$ cat src/rtl/prirv32_defines_pkg.sv
// Shared RV32 fetch-path constants and the {pc, instr} fetch entry layout.
package prirv32_defines;

    localparam int unsigned XLEN          = 32;
    localparam int unsigned ILEN          = 32;
    localparam logic [XLEN-1:0] RESET_PC_DEFAULT = 32'h0000_0000;
    localparam int unsigned FETCH_ENTRY_W = XLEN + ILEN;

    typedef struct packed {
        logic [XLEN-1:0] pc;
        logic [ILEN-1:0] instr;
    } fetch_entry_t;

endpackage

$ cat src/rtl/prirv32_sync_fifo.sv
// Synchronous FIFO with flush; head entry is always visible on data_o (stale when empty).
module prirv32_sync_fifo #(
    parameter int unsigned WIDTH = 64,
    parameter int unsigned DEPTH = 4
) (
    input  logic                     clk_i,
    input  logic                     rst_i,
    input  logic                     flush_i,
    input  logic                     push_i,
    input  logic [WIDTH-1:0]         data_i,
    input  logic                     pop_i,
    output logic [WIDTH-1:0]         data_o,
    output logic [$clog2(DEPTH):0]   count_o,
    output logic                     full_o,
    output logic                     empty_o
);

    localparam int unsigned AW = $clog2(DEPTH);
    localparam int unsigned CW = AW + 1;

    logic [WIDTH-1:0] mem_q [DEPTH];
    logic [AW-1:0]    rd_ptr_q, rd_ptr_d;
    logic [AW-1:0]    wr_ptr_q, wr_ptr_d;
    logic [CW-1:0]    count_q, count_d;
    logic             push_ok, pop_ok;

    assign full_o  = (count_q == CW'(DEPTH));
    assign empty_o = (count_q == '0);
    assign count_o = count_q;
    assign data_o  = mem_q[rd_ptr_q];

    assign pop_ok  = pop_i & ~empty_o;
    assign push_ok = push_i & (~full_o | pop_ok);

    always_comb begin
        rd_ptr_d = rd_ptr_q;
        wr_ptr_d = wr_ptr_q;
        count_d  = count_q;
        if (flush_i) begin
            rd_ptr_d = '0;
            wr_ptr_d = '0;
            count_d  = '0;
        end else begin
            if (push_ok) wr_ptr_d = wr_ptr_q + 1'b1;
            if (pop_ok)  rd_ptr_d = rd_ptr_q + 1'b1;
            count_d = count_q + CW'(push_ok) - CW'(pop_ok);
        end
    end

    // Storage is reset so the stale head reads as zero out of reset.
    always_ff @(posedge clk_i or posedge rst_i) begin
        if (rst_i) begin
            rd_ptr_q <= '0;
            wr_ptr_q <= '0;
            count_q  <= '0;
            for (int unsigned i = 0; i < DEPTH; i++) mem_q[i] <= '0;
        end else begin
            rd_ptr_q <= rd_ptr_d;
            wr_ptr_q <= wr_ptr_d;
            count_q  <= count_d;
            if (push_ok && !flush_i) mem_q[wr_ptr_q] <= data_i;
        end
    end

endmodule

$ cat src/rtl/prirv32_prefetch_buf.sv
// Instruction prefetch buffer: credit-based sequential ITCM fetch into a FIFO, flushed on redirect.
// Optional combinational empty-FIFO bypass under `PRIRV32_PREFETCH_BYPASS_EN.
module prirv32_prefetch_buf
    import prirv32_defines::*;
#(
    parameter int unsigned     DEPTH    = 4,
    parameter logic [XLEN-1:0] RESET_PC = RESET_PC_DEFAULT
) (
    input  logic            clk_i,
    input  logic            rst_i,
    output logic            itcm_req_o,
    output logic [XLEN-1:0] itcm_addr_o,
    input  logic [ILEN-1:0] itcm_data_i,
    input  logic            redirect_i,
    input  logic [XLEN-1:0] redirect_pc_i,
    output logic            instr_valid_o,
    input  logic            instr_ready_i,
    output logic [ILEN-1:0] instr_o,
    output logic [XLEN-1:0] instr_pc_o,
    output logic            empty_o
);

    localparam int unsigned CW = $clog2(DEPTH) + 1;
    localparam int unsigned OW = CW + 1;

    logic [XLEN-1:0] fetch_pc_q, fetch_pc_d;
    logic            inflight_q, inflight_d;
    logic [XLEN-1:0] inflight_pc_q, inflight_pc_d;

    logic [CW-1:0]   fifo_count;
    logic            fifo_full, fifo_empty;
    logic            fifo_push, fifo_pop;
    logic [FETCH_ENTRY_W-1:0] fifo_rdata;
    fetch_entry_t    head, resp_entry, out_entry;

    logic            resp_valid, pop, credit_ok, issue;
    logic [OW-1:0]   occupancy;
    logic            redir_lsb_unused;

    assign redir_lsb_unused = ^redirect_pc_i[1:0];

    assign head       = fetch_entry_t'(fifo_rdata);
    assign resp_entry = {inflight_pc_q, itcm_data_i};
    assign resp_valid = inflight_q & ~redirect_i;
    assign pop        = instr_valid_o & instr_ready_i & ~redirect_i;

`ifdef PRIRV32_PREFETCH_BYPASS_EN
    logic bypass;
    // An arriving response may be handed straight to the IFU when nothing is queued ahead of it.
    assign bypass        = fifo_empty & resp_valid;
    assign instr_valid_o = ~fifo_empty | bypass;
    assign out_entry     = bypass ? resp_entry : head;
    assign fifo_push     = resp_valid & ~(bypass & instr_ready_i);
    assign fifo_pop      = pop & ~bypass;
`else
    assign instr_valid_o = ~fifo_empty;
    assign out_entry     = head;
    assign fifo_push     = resp_valid;
    assign fifo_pop      = pop;
`endif

    assign instr_o    = out_entry.instr;
    assign instr_pc_o = out_entry.pc;
    assign empty_o    = fifo_empty;

    // Slots are reserved for the in-flight response, so a push never meets a full FIFO.
    assign occupancy = OW'(fifo_count) + OW'(inflight_q);
    assign credit_ok = (occupancy - OW'(pop)) < OW'(DEPTH);
    assign issue     = ~rst_i & (redirect_i | credit_ok);

    assign itcm_req_o  = issue;
    assign itcm_addr_o = redirect_i ? {redirect_pc_i[XLEN-1:2], 2'b00} : fetch_pc_q;

    always_comb begin
        fetch_pc_d    = fetch_pc_q;
        inflight_d    = issue;
        inflight_pc_d = inflight_pc_q;
        if (issue) begin
            fetch_pc_d    = itcm_addr_o + 32'd4;
            inflight_pc_d = itcm_addr_o;
        end
    end

    always_ff @(posedge clk_i or posedge rst_i) begin
        if (rst_i) begin
            fetch_pc_q    <= RESET_PC;
            inflight_q    <= 1'b0;
            inflight_pc_q <= '0;
        end else begin
            fetch_pc_q    <= fetch_pc_d;
            inflight_q    <= inflight_d;
            inflight_pc_q <= inflight_pc_d;
        end
    end

    prirv32_sync_fifo #(
        .WIDTH (FETCH_ENTRY_W),
        .DEPTH (DEPTH)
    ) u_fifo (
        .clk_i   (clk_i),
        .rst_i   (rst_i),
        .flush_i (redirect_i),
        .push_i  (fifo_push),
        .data_i  (resp_entry),
        .pop_i   (fifo_pop),
        .data_o  (fifo_rdata),
        .count_o (fifo_count),
        .full_o  (fifo_full),
        .empty_o (fifo_empty)
    );

    no_overflow_a: assert property (@(posedge clk_i) disable iff (rst_i)
        !(fifo_full && fifo_push && !fifo_pop));

endmodule

$ cat config.mk
export PLATFORM = sky130hd
export DESIGN_NAME = prirv32_prefetch_buf
export DESIGN_NICKNAME = d
export VERILOG_FILES = /design/src/rtl/prirv32_defines_pkg.sv /design/src/rtl/prirv32_sync_fifo.sv /design/src/rtl/prirv32_prefetch_buf.sv
export SDC_FILE = /design/constraint.sdc
export NUM_CORES = 1
export LEC_CHECK = 0
export BUFFER_PORTS_ARGS = -buffer_cell sky130_fd_sc_hd__buf_2
export CAP_MARGIN = 20
export CELL_PAD_IN_SITES_DETAIL_PLACEMENT = 1
export CELL_PAD_IN_SITES_GLOBAL_PLACEMENT = 1
export CORE_ASPECT_RATIO = 0.9
export CORE_UTILIZATION = 45
export DETAILED_ROUTE_END_ITERATION = 8
export PLACE_DENSITY_LB_ADDON = 0.1
export SLEW_MARGIN = 40
export SYNTH_ARGS = -nofsm -noshare
export SYNTH_HDL_FRONTEND = slang
export SYNTH_SLANG_ARGS = --single-unit
$ cat constraint.sdc
create_clock -name clk_i -period 14.3 [get_ports clk_i]
set_input_delay 1.43 -clock clk_i [delete_from_list [all_inputs] [get_ports clk_i]]
set_output_delay 1.43 -clock clk_i [all_outputs]
set_load 0.005 [all_outputs]
* Word-level counts from Yosys, hierarchy flattened
Cells that the tools add are included.
W data, S select, Z words.
** Word-level totals
- Register bits :: 328
- Latch bits :: 0
- RAM bits :: 0
- Bits in read-only memories :: 0
- Bits of input ports :: 68
- Word-level logic and storage cells :: 54
- Memories :: 0
** Operators by class
- Add/subtract/negate cells :: 7
- Multipliers :: 0
- Div/mod/pow operators :: 0
- Order comparisons :: 4
- Equal/unequal tests :: 1
- Shifts and indexed selects :: 0
- Multiplexer cells :: 12
- Bitwise operators :: 14
- Reduce and logical (&&, ||, !) cells :: 6
** Operator list (count)
- $bwmux W256 :: 1
- $mux W64 :: 3
- $bmux W64 S2 :: 1
- $demux W64 S2 :: 1
- $add A32 B3 Y32 const B :: 1
- $mux W32 :: 1
- $mux W2 :: 4
- $and A1 B1 Y1 :: 6
- $ge A3 B3 Y1 const B :: 2
- $not A2 Y3 :: 2
- $add A2 B1 Y2 const B :: 2
- $add A3 B1 Y4 :: 1
- $lt A4 B3 Y1 const B :: 1
- $not A1 Y1 :: 4
- $reduce_bool A2 Y1 :: 2
- $sub A4 B1 Y4 :: 1
- $add A3 B1 Y3 :: 1
- $eq A3 B3 Y1 const B :: 1
- $logic_not A3 Y1 :: 1
- $lt A3 B1 Y1 const B :: 1
- $mux W3 :: 1
- $sub A3 B1 Y3 :: 1
- $logic_and A1 B1 Y1 :: 2
- $or A1 B1 Y1 :: 2
- $logic_not A1 Y1 :: 1

* Logic depth before layout (Yosys ltp)
- Depth in word-level cells :: 10
- Depth in mapped cells :: 17
- Gate-level depth less buffers :: 13

* Cells and area by module
A second synthesis with hierarchy kept.
** Second synthesis, totals
- Cell total of the unflattened synthesis :: 1083
- Area, all modules :: 16119.2 um2
** By module, submodules not included
- prirv32_sync_fifo :: instances 1, cells each 667, area each 12421.9 um2, seq. area each 6581.3 um2
- prirv32_prefetch_buf :: instances 1, cells each 416, area each 3697.3 um2, seq. area each 1576.5 um2

* Worst setup path before layout
No wires, ideal clock.
- Path kind :: input port to flip-flop
- Start point :: input rst_i
- End point :: register fetch_pc_q[0]
- Library setup time :: 127 ps
- Arrival :: 8787 ps
- Data required time :: 14173 ps
- Setup slack :: 5386 ps
- Cell stages on the path :: 3
- Buffers on the path :: 0
- Cells stage by stage :: inv_1 -> nand2_1 -> and2_1
** Between the ends
- Word-level cells in the longest chain between the ends :: 2
** Ends and longest elaborated chain
- start, declared :: line prirv32_prefetch_buf.sv:10 : input logic rst_i,
- $not A1 Y1 :: line prirv32_prefetch_buf.sv:69 : assign issue = ~rst_i & (redirect_i | credit_ok);
- $and A1 B1 Y1 :: line prirv32_prefetch_buf.sv:69
- end signal, assigned :: line prirv32_prefetch_buf.sv:90 : fetch_pc_q <= fetch_pc_d;
- end, declared :: line prirv32_prefetch_buf.sv:26 : logic [XLEN-1:0] fetch_pc_q, fetch_pc_d;
No other way between the ends.
A chain may end at the register's enable or synchronous reset.

* Final worst setup path
- Start point :: input redirect_i
- End point :: output itcm_req_o
** Between the ends
- Word-level cells in the longest chain between the ends :: 6
** Ends and longest elaborated chain
- start, declared :: line prirv32_prefetch_buf.sv:14 : input logic redirect_i,
- $not A1 Y1 :: line prirv32_prefetch_buf.sv:45 : assign pop = instr_valid_o & instr_ready_i & ~redirect_i;
- $and A1 B1 Y1 :: line prirv32_prefetch_buf.sv:45
- $sub A4 B1 Y4 :: line prirv32_prefetch_buf.sv:68 : assign credit_ok = (occupancy - OW'(pop)) < OW'(DEPTH);
- $lt A4 B3 Y1 :: line prirv32_prefetch_buf.sv:68
- $or A1 B1 Y1 (*) :: line prirv32_prefetch_buf.sv:69
- $and A1 B1 Y1 (*) :: line prirv32_prefetch_buf.sv:69
- end, declared :: line prirv32_prefetch_buf.sv:11 : output logic itcm_req_o,
Every way passes the cells marked *; elsewhere a longest branch is shown, timed or not.

==> impl_metrics.yaml <==
status:
  status: "finished, final reports clean"
critical_path:
  cp_data_required_time_ns: 12.87
  worstPathArrival_ns: 4.01
  cp-start-kind: "input port"
  worst-setup-path-type: "input port to output port"
  cp-end-kind: "output port"
  crit_fanout: 30
floorplan:
  start_util_pct: 45.9
  num_rows: 63
  fp.dieW_um: 196
  dieArea_um2: 34500
  core_area_um2: 33100
  io_pins: 167
  die_y_um: 176
yosys:
  yosysSeqAreaShare_pct: 53.6
  async_flop_share_pct: 100
  synth_edf_count: 0
  synthTopCellsByArea: "dfrtp_1 54%, mux2_1 13%, mux4_2 9.5%"
  syn_nets: 1132
  yosysTopAreaCellShare_pct: 53.6
  synth_top_area_cell: "dfrtp_1"
  syn_inst: 1053
  synth.most_common_cell: "dfrtp_1"
  syn_avg_cell_area_um2: 14.4
  syn_area_um2: 15200
  yosys_warnings: 0
  ys_seq_elements: 326
  netlist_top_cells_count: "326 x dfrtp_1, 179 x mux2_1, 93 x nand2_1"
  yosys_most_used_dff: "dfrtp_1"
  yosysUniqueCellTypes: 66
finish:
  design_area_um2: 17500
  num_antenna_cells: 0
  nets: 1284
  syn2layout_area_growth_pct: 15.3
  final.fill_count: 3284
  fin_util_pct: 52.9
  layout-drive-gt1-share_pct: 33.9
  layout.cells.non_filler: 1652
sta:
  finalCritPeriodShare_pct: 38.0
  fmax_mhz: 184
  maxSlewViolCount: 0
  finalClockSkew_ns: 0.00856
  finalCriticalPeriod_ns: 5.44
  hold_viol: 0
  layout_setup_ws_ns: 8.86
  relSlewSlack_pct: 49.3
  tightest_slew_ns: 0.760
  rsz0062_at_grt: "no"
  hold_slack_ns: 0.483
  finalSetupTns_ns: 0
  finalSetupViolations: 0
clock_network:
  clk_path_buf_depth: 3
  tritoncts: "yes"
  path_clk_slew_ns: 0.06
  postCtsHoldBufs: 0
  cts_resized: 0
  cts_root_buf: "clkbuf_16"
  cts_made_buffers: 37
  clkLatencyLatePin_ns: 0.51
  cts_max_level: 2
  post_cts_buffers: 0
  clock_sinks: 326
placed_design:
  post_dp_cell_area_um2: 16300
  place_inst: 1588
  post-place-ws_ns: 8.83
  dp_hpwl_um: 21500
  portBuffers: 164
  place_congestion: 0.757
global_routing:
  grt_pass1_vias: 9977
  grt_max_degree: 111
  grt_pass1_wl_um: 56600
  grt_overflow_total: 0
  grt_usage_pct: 20.9
  antenna_found_initial: 0
detailed_routing:
  dr.first_iter.drc_count: 303
  wl_per_cell_um: 21.0
  route.detailed.drc: 0
  ant_nets: 0
  routed_wl_um: 34600
  vias_per_cell: 5.57
  num_vias: 9197
  firstDrtPassIters: 5
pwr:
  vdd_drop_max_mv: 0.0880
  power_mw: 3.67
  powerDensity_nw_per_um2: 209
  leakage_nw: 8.41
min_path:
  worstHoldPathType: "flop to flop"
run:
  max_cap_viol_count: 0
[registers in the layout, indices dropped and copies added, names as in the netlist]
signal           count
u_fifo.count_o       3
inflight_q           1
u_fifo.rd_ptr_q      2
u_fifo.mem_q       256
u_fifo.wr_ptr_q      2
fetch_pc_q          32
inflight_pc_q       30
[cells by family after synthesis]
logic type               count (synthesis)  share of synthesized area, %
adder cells (fa/ha/maj)                 11                         0.955
AO/OA/AOI/OAI                           75                          3.65
buffers and inverters                   88                          3.20
flip-flops                             326                          53.6
XOR/XNOR                                20                          1.15
multiplexers                           350                          30.6
AND/OR/NAND/NOR                        183                          6.84
[routing by layer]
| layer | GRT usage (%) | part of all wire (%) | up-vias |
|---|---|---|---|
| met5 | 0 | 0 | - |
| met4 | 4.62 | 1.5 | 0 |
| met3 | 2.92 | 3.5 | 44 |
| met2 | 34.0 | 47 | 177 |
| met1 | 30.0 | 48 | 4815 |
| li1 | - | - | 4161 |
[cell usage in the layout (no fill, tap or decap), types with 8 or more instances in the layout]
cell / count
dfrtp_1: 324
mux2_1: 179
buf_2: 164
nand2_1: 93
mux2_2: 92
mux4_2: 64
clkbuf_16: 39
o21ai_0: 35
inv_1: 25
nand3_1: 20
mux2i_1: 14
nor2_1: 13
xnor2_1: 11
ha_1: 10
clkbuf_1: 10
xor2_1: 9
clkbuf_8: 8
[cell type report]
type                       instances  area (um^2)  share of cell area, %
tap                              422          528                   3.01
multi-input combinational        639         6580                   37.6
clock inverter                     8          121                  0.692
sequential                       326         8170                   46.6
clock buffer                      56         1110                   6.33
timing repair buffer             173          902                   5.15
inverter                          28          118                  0.671
[critical path, cell delays in order]
cell	delay, ns
buf_2	0.35
nor2_1	0.10
ha_1	0.19
inv_1	0.05
ha_1	0.21
and3b_1	0.19
o221a_2	0.24
or3_4	0.48
inv_2	0.51
buf_2	0.22
[power by group]
| group | internal, mW | switching (mW) |
|---|---|---|
| clock | 0.589 | 0.369 |
| sequential | 1.31 | 0.270 |
| combinational | 0.618 | 0.513 |
[final timing paths]
path,slack [ns],cells past startpoint,end,startpoint
setup / recovery,8.86,10,itcm_req_o,redirect_i
hold / removal,0.48,1,u_fifo.mem_q[47]$_DFFE_PP0P_,u_fifo.mem_q[47]$_DFFE_PP0P_
setup reg to reg,10.57,13,fetch_pc_q[30]$_DFFE_PP0P_,u_fifo.count_o[1]$_DFF_PP0_
hold reg to reg,0.48,1,u_fifo.mem_q[47]$_DFFE_PP0P_,u_fifo.mem_q[47]$_DFFE_PP0P_
max in group asynchronous,12.15,3,u_fifo.mem_q[28]$_DFFE_PP0P_,rst_i
min in group asynchronous,1.00,2,u_fifo.rd_ptr_q[1]$_DFFE_PP0P_,rst_i
Note: power is estimated with default switching activity, not from simulation.
